$ cat config.mk
export PLATFORM = sky130hd
export DESIGN_NAME = hex_display_scan
export DESIGN_NICKNAME = d
export VERILOG_FILES = /design/src/rtl/hex_display_scan.sv
export SDC_FILE = /design/constraint.sdc
export NUM_CORES = 1
export LEC_CHECK = 0
export CORE_ASPECT_RATIO = 0.7
export CORE_MARGIN = 2
export CORE_UTILIZATION = 55
export DETAILED_ROUTE_END_ITERATION = 16
export PLACE_DENSITY = 0.79
export SYNTH_ARGS = -nofsm -noshare
export SYNTH_HDL_FRONTEND = slang
export SYNTH_SLANG_ARGS = --single-unit
$ cat constraint.sdc
create_clock -name clk -period 3.5 [get_ports clk]
set_input_delay 0.525 -clock clk [delete_from_list [all_inputs] [get_ports clk]]
set_output_delay 0.525 -clock clk [all_outputs]
set_load 0.02 [all_outputs]
$ cat src/rtl/hex_display_scan.sv
// Multi-digit multiplexed hex display driver with load/ack capture, frame-synchronous double buffering,
// anti-ghosting guard, leading-zero blanking and selectable polarity. Optional blinking: HEX_DISPLAY_BLINK_EN.
module hex_display_scan #(
    parameter int NUM_DIGITS   = 8,
    parameter int SCAN_DIV     = 50000,
    parameter int GUARD        = 64,
`ifdef HEX_DISPLAY_BLINK_EN
    parameter int BLINK_FRAMES = 64,
`endif
    parameter int ACTIVE_LOW   = 1
) (
    input  logic                                                   clk,
    input  logic                                                   rst,
    input  logic                                                   load,
    input  logic [4*NUM_DIGITS-1:0]                                value,
    input  logic                                                   blank_lz,
`ifdef HEX_DISPLAY_BLINK_EN
    input  logic [NUM_DIGITS-1:0]                                  blink_mask,
`endif
    output logic                                                   ack,
    output logic                                                   pending,
    output logic [6:0]                                             seg,
    output logic [NUM_DIGITS-1:0]                                  dig_en,
    output logic [((NUM_DIGITS > 1) ? $clog2(NUM_DIGITS) : 1)-1:0] digit_idx
);

    localparam int IDXW = (NUM_DIGITS > 1) ? $clog2(NUM_DIGITS) : 1;
    localparam int CNTW = (SCAN_DIV > 1) ? $clog2(SCAN_DIV) : 1;
    localparam logic [CNTW-1:0] CNT_LAST       = CNTW'(SCAN_DIV - 1);
    localparam logic [CNTW-1:0] CNT_GUARD_LAST = CNTW'(GUARD - 1);
    localparam logic [IDXW-1:0] IDX_LAST       = IDXW'(NUM_DIGITS - 1);
    localparam logic [6:0] SEG_XOR = (ACTIVE_LOW != 0) ? 7'h7F : 7'h00;
    localparam logic [NUM_DIGITS-1:0] EN_XOR = (ACTIVE_LOW != 0) ? {NUM_DIGITS{1'b1}} : {NUM_DIGITS{1'b0}};

    typedef enum logic {ST_GUARD, ST_DRIVE} state_t;

    state_t                  r_state;
    logic [CNTW-1:0]         r_slotCnt;
    logic [IDXW-1:0]         r_digitIdx;
    logic [4*NUM_DIGITS-1:0] r_pendBuf;
    logic [4*NUM_DIGITS-1:0] r_shadow;
    logic                    r_pending;
    logic                    r_ack;
    logic [6:0]              r_seg;
    logic [NUM_DIGITS-1:0]   r_digEn;

    logic                    w_slotWrap;
    logic                    w_frameWrap;
    logic [3:0]              w_curNibble;
    logic [NUM_DIGITS-1:0]   w_curOneHot;
    logic [NUM_DIGITS-1:0]   w_lzMask;
    logic                    w_digitBlank;

    function automatic logic [6:0] decodeHex(input logic [3:0] nib);
        logic [6:0] segs;
        case (nib)
            4'h0: segs = 7'b0111111;
            4'h1: segs = 7'b0000110;
            4'h2: segs = 7'b1011011;
            4'h3: segs = 7'b1001111;
            4'h4: segs = 7'b1100110;
            4'h5: segs = 7'b1101101;
            4'h6: segs = 7'b1111101;
            4'h7: segs = 7'b0000111;
            4'h8: segs = 7'b1111111;
            4'h9: segs = 7'b1101111;
            4'hA: segs = 7'b1110111;
            4'hB: segs = 7'b1111100;
            4'hC: segs = 7'b0111001;
            4'hD: segs = 7'b1011110;
            4'hE: segs = 7'b1111001;
            default: segs = 7'b1110001;
        endcase
        return segs;
    endfunction

    assign w_slotWrap  = (r_slotCnt == CNT_LAST);
    assign w_frameWrap = w_slotWrap && (r_digitIdx == IDX_LAST);

    // The state register always mirrors which part of the slot the counter is in.
    always_ff @(posedge clk or posedge rst) begin
        if (rst) begin
            r_slotCnt  <= '0;
            r_digitIdx <= '0;
            r_state    <= ST_GUARD;
        end else if (w_slotWrap) begin
            r_slotCnt  <= '0;
            r_digitIdx <= (r_digitIdx == IDX_LAST) ? '0 : r_digitIdx + IDXW'(1);
            r_state    <= (GUARD == 0) ? ST_DRIVE : ST_GUARD;
        end else begin
            r_slotCnt <= r_slotCnt + CNTW'(1);
            if (r_slotCnt == CNT_GUARD_LAST) begin
                r_state <= ST_DRIVE;
            end
        end
    end

    // A load in the swap cycle lands in the pending buffer while the old pending value moves to the shadow.
    always_ff @(posedge clk or posedge rst) begin
        if (rst) begin
            r_pendBuf <= '0;
            r_shadow  <= '0;
            r_pending <= 1'b0;
            r_ack     <= 1'b0;
        end else begin
            r_ack <= load;
            if (w_frameWrap && r_pending) begin
                r_shadow <= r_pendBuf;
            end
            if (load) begin
                r_pendBuf <= value;
                r_pending <= 1'b1;
            end else if (w_frameWrap) begin
                r_pending <= 1'b0;
            end
        end
    end

    always_comb begin
        w_curNibble = 4'h0;
        w_curOneHot = '0;
        for (int k = 0; k < NUM_DIGITS; k++) begin
            if (r_digitIdx == IDXW'(k)) begin
                w_curNibble    = r_shadow[4*k +: 4];
                w_curOneHot[k] = 1'b1;
            end
        end
    end

    // A digit is a leading zero when it and every more significant digit are zero; digit 0 always shows.
    always_comb begin
        logic zeroRun;
        zeroRun  = 1'b1;
        w_lzMask = '0;
        for (int k = NUM_DIGITS - 1; k >= 0; k--) begin
            zeroRun = zeroRun & (r_shadow[4*k +: 4] == 4'h0);
            if (k > 0) begin
                w_lzMask[k] = zeroRun;
            end
        end
    end

`ifdef HEX_DISPLAY_BLINK_EN
    localparam int FCW = (BLINK_FRAMES > 1) ? $clog2(BLINK_FRAMES) : 1;
    localparam logic [FCW-1:0] FRAME_LAST = FCW'(BLINK_FRAMES - 1);

    logic [FCW-1:0] r_frameCnt;
    logic           r_phase;

    always_ff @(posedge clk or posedge rst) begin
        if (rst) begin
            r_frameCnt <= '0;
            r_phase    <= 1'b0;
        end else if (w_frameWrap) begin
            if (r_frameCnt == FRAME_LAST) begin
                r_frameCnt <= '0;
                r_phase    <= ~r_phase;
            end else begin
                r_frameCnt <= r_frameCnt + FCW'(1);
            end
        end
    end

    assign w_digitBlank = (blank_lz && |(w_lzMask & w_curOneHot)) ||
                          (r_phase && |(blink_mask & w_curOneHot));
`else
    assign w_digitBlank = blank_lz && |(w_lzMask & w_curOneHot);
`endif

    always_ff @(posedge clk or posedge rst) begin
        if (rst) begin
            r_seg   <= SEG_XOR;
            r_digEn <= EN_XOR;
        end else if (r_state == ST_DRIVE) begin
            r_seg   <= SEG_XOR ^ (w_digitBlank ? 7'h00 : decodeHex(w_curNibble));
            r_digEn <= EN_XOR ^ w_curOneHot;
        end else begin
            r_seg   <= SEG_XOR;
            r_digEn <= EN_XOR;
        end
    end

    assign ack       = r_ack;
    assign pending   = r_pending;
    assign seg       = r_seg;
    assign dig_en    = r_digEn;
    assign digit_idx = r_digitIdx;

endmodule

==> impl_metrics.json <==
{
  "cts_tree": "built",
  "synth_seq_cells": 101,
  "synth_fp_nets": 431,
  "netlist_instances": 382,
  "total_switching_power_mw": 0.4701,
  "critPathBufInv": 3,
  "ys_types": 53,
  "worst-slew-pin-transition_ns": 0.6581,
  "grt_pass1_wl_mm": 15.37,
  "setup_tns_ns": 0,
  "rsz0062_at_grt": "false",
  "clkSlewWorstSetupHoldPaths_ns": 0.07,
  "drv_slew": 0,
  "irDropWorstVdd_mv": 0.3497,
  "rrSetupSlack_ns": 0.36,
  "cts-buffers-inserted": 9,
  "grt_use_total_pct": 22.20,
  "p_int_mw": 1.779,
  "fmax_mhz": 318.4,
  "dp_hpwl_mm": 6.620,
  "finalClockSkew_ns": 0.009241,
  "first_pass_iters": 6,
  "fp.dieArea_sq_um": 9164,
  "syn-cell-area_sq_um": 4622,
  "seqPwrFrac_pct": 54.5,
  "drt_iter0_markers": 290,
  "final_cell_mix": "dfrtp_1 (86), clkdlybuf4s50_1 (55), mux2_2 (37), nand2_1 (33), mux2_1 (29)",
  "ctsResizeCount": 0,
  "grt_pass1_vias": 3002,
  "place.gp.congestion": 0.9015,
  "io-pin-count": 56,
  "antenna_left": 0,
  "slew_headroom_pct": 56.13,
  "clock_path_buffers": 2,
  "routed_wl_mm": 9.290,
  "holdWs_ns": 0.4868,
  "nets": 484,
  "final.min_clock_period_ns": 3.140,
  "crit_type": "reg -> reg",
  "p_leak_nw": 2.481,
  "ys_seq_area_share_pct": 55.09,
  "power.share.clock_pct": 40.4,
  "p_total_mw": 2.249,
  "status": "complete, no violations",
  "drv_cap": 0,
  "cellPowerDensity_nw_per_um2": 406.5,
  "cts_setup_buffers": 0,
  "synth_edf_count": 0,
  "drive_gt1_share_pct": 18.18,
  "cts.sinks": 101,
  "cp.arrival_ns": 3.42,
  "vias": 3113,
  "swShare_pct": 20.90,
  "setup_viol": 0,
  "cp_data_required_time_ns": 3.78,
  "h-tree-depth": 3,
  "die_height_um": 80.70,
  "cpLargestDelayFamily": "compound AO/OA/AOI/OAI gates",
  "grt_max_degree": 53,
  "fp-row-count": 27,
  "globalRouteOverflowTotal": 0,
  "finalHoldViolCount": 0,
  "slowest_delay_ns": 0.58,
  "fillers": 587,
  "synth_top_cell_area_share_pct": 46.56,
  "antenna_found_initial": 0,
  "synth_top_flop_cell": "dfrtp_1",
  "io_buffers": 55,
  "synth.largest_area_cell": "dfrtp_1",
  "crit_chain": "inv_1, ha_1, nor2_1, a2111oi_0, o22a_1, o21ai_0, buf_4, inv_1, ha_1, mux2i_1, a22o_1, nand2_1",
  "crit_path_top_delay_cell": "ha_1",
  "post_drt_wl_per_cell_um": 17.17,
  "start_util_pct": 57.73,
  "area_delta_synth_final_pct": 19.71,
  "insertedDiodeCount": 0,
  "via_per_inst": 5.754,
  "ys_warn_count": 0,
  "clock_latency_ns": 0.34,
  "combPwrFrac_pct": 5.2,
  "final_common_cell": "dfrtp_1",
  "critical_path.startpoint_type": "flop",
  "cts_root_buf": "clkbuf_16",
  "dieWidth_um": 113.6,
  "hp-class": "reg -> reg",
  "async_flop_share_pct": 100.0,
  "drc": 0,
  "path_max_fanout": 20,
  "end_kind": "flop",
  "cts_hold_buf": 0,
  "core_sq_um": 8006,
  "synth_area_per_cell_sq_um": 12.10,
  "synth_area_leaders": "dfrtp_1 (47%), mux2_2 (9.0%), dfstp_2 (8.5%), mux2_1 (7.1%), ha_1 (3.5%)",
  "period_share_pct": 89.73
}
-- power groups by stage --
stage | Combinational (mW) | Clock [mW] | Sequential [mW]
after floorplan | 0.0621 | 0 | 1.24
final | 0.116 | 0.908 | 1.23
after detailed placement | 0.118 | 0 | 1.25
after global routing | 0.127 | 0.978 | 1.23
after CTS | 0.119 | 0.918 | 1.23
after global placement | 0.115 | 0 | 1.25
-- flip-flops by register name (all words and copies together), names as in the netlist, 3 cells and up --
signal	count
seg	7
dig_en	8
r_pendBuf	32
r_slotCnt	16
r_shadow	32
digit_idx	3
-- through the flow --
step	worst slack [ns]	utilization [%]	std cells	instance area, sq um
2_1_floorplan	0.3527	-	382	4622
3_5_place_dp	0.6339	65.71	525	5261
6_report	0.3596	69.10	541	5533
5_1_grt	0.09473	69.10	541	5533
4_1_cts	0.4466	69.10	541	5533
3_3_place_gp	0.8077	65.71	525	5261
-- final cells by class --
type	instances	area, sq um	share of cell area (%)
clock buffer	13	250.2	4.523
clock inverter	3	21.27	0.3844
inverter	16	62.56	1.131
multi-input combinational	246	1918	34.67
sequential	101	2546	46.02
tap	101	126.4	2.284
timing repair buffer	61	608.1	10.99
-- cells in the mapped netlist, types with 2 or more instances --
| cell | count |
|---|---|
| dfrtp_1 | 86 |
| mux2_2 | 37 |
| nand2_1 | 33 |
| mux2_1 | 29 |
| inv_1 | 16 |
| nor2_1 | 16 |
| dfstp_2 | 15 |
| a21oi_1 | 13 |
| ha_1 | 13 |
| nand3_1 | 13 |
| buf_2 | 9 |
| clkbuf_1 | 8 |
| o21ai_0 | 8 |
| xnor2_1 | 7 |
| xor2_1 | 7 |
| nor4_1 | 6 |
| and3_1 | 5 |
| nand2b_1 | 5 |
| and2_1 | 4 |
| nand3b_1 | 4 |
| nor3_1 | 4 |
| a21o_1 | 3 |
| nor2b_1 | 3 |
| o221ai_1 | 3 |
| a221oi_1 | 2 |
| a31oi_1 | 2 |
| buf_6 | 2 |
| o211ai_1 | 2 |
| o22ai_1 | 2 |
| o31ai_1 | 2 |
-- cell families (layout without fill, tap and decap cells) --
| family | after synthesis | after routing | synth area share, % |
|---|---|---|---|
| xor gates and xnor gates | 14 | 14 | 2.653 |
| buffers and inverters | 35 | 93 | 3.411 |
| muxes | 67 | 67 | 16.30 |
| adders and majority gates | 13 | 13 | 3.519 |
| AOI/OAI and AO/OA | 52 | 52 | 8.040 |
| and+or+nand+nor | 100 | 100 | 10.99 |
| DFF | 101 | 101 | 55.09 |
-- final timing paths --
check                                    from            end  depth (start not counted)
worst min-delay path            r_pendBuf[23]   r_shadow[23]                          1
max in group asynchronous                 rst      dig_en[7]                          3
worst max-delay path             digit_idx[1]         seg[3]                         12
min in group asynchronous                 rst  r_slotCnt[13]                          2
worst min register to register  r_pendBuf[23]   r_shadow[23]                          1
worst max register to register   digit_idx[1]         seg[3]                         12
-- worst register-to-register path, stage by stage (launching register included) --
cell and delay [ns]:
dfrtp_1 0.42, inv_1 0.11, ha_1 0.58, nor2_1 0.11, a2111oi_0 0.58, o22a_1 0.21, o21ai_0 0.12, buf_4 0.18
inv_1 0.10, ha_1 0.27, mux2i_1 0.10, a22o_1 0.24, nand2_1 0.06
-- metal layers --
layer,up-vias,share of wire [%],global-route usage [%]
li1,1452,-,-
met1,1528,47,31.09
met2,110,46,34.25
met3,23,5.0,5.962
met4,0,1.8,6.585
met5,-,0,0
Power figures use the tool's default switching activity.
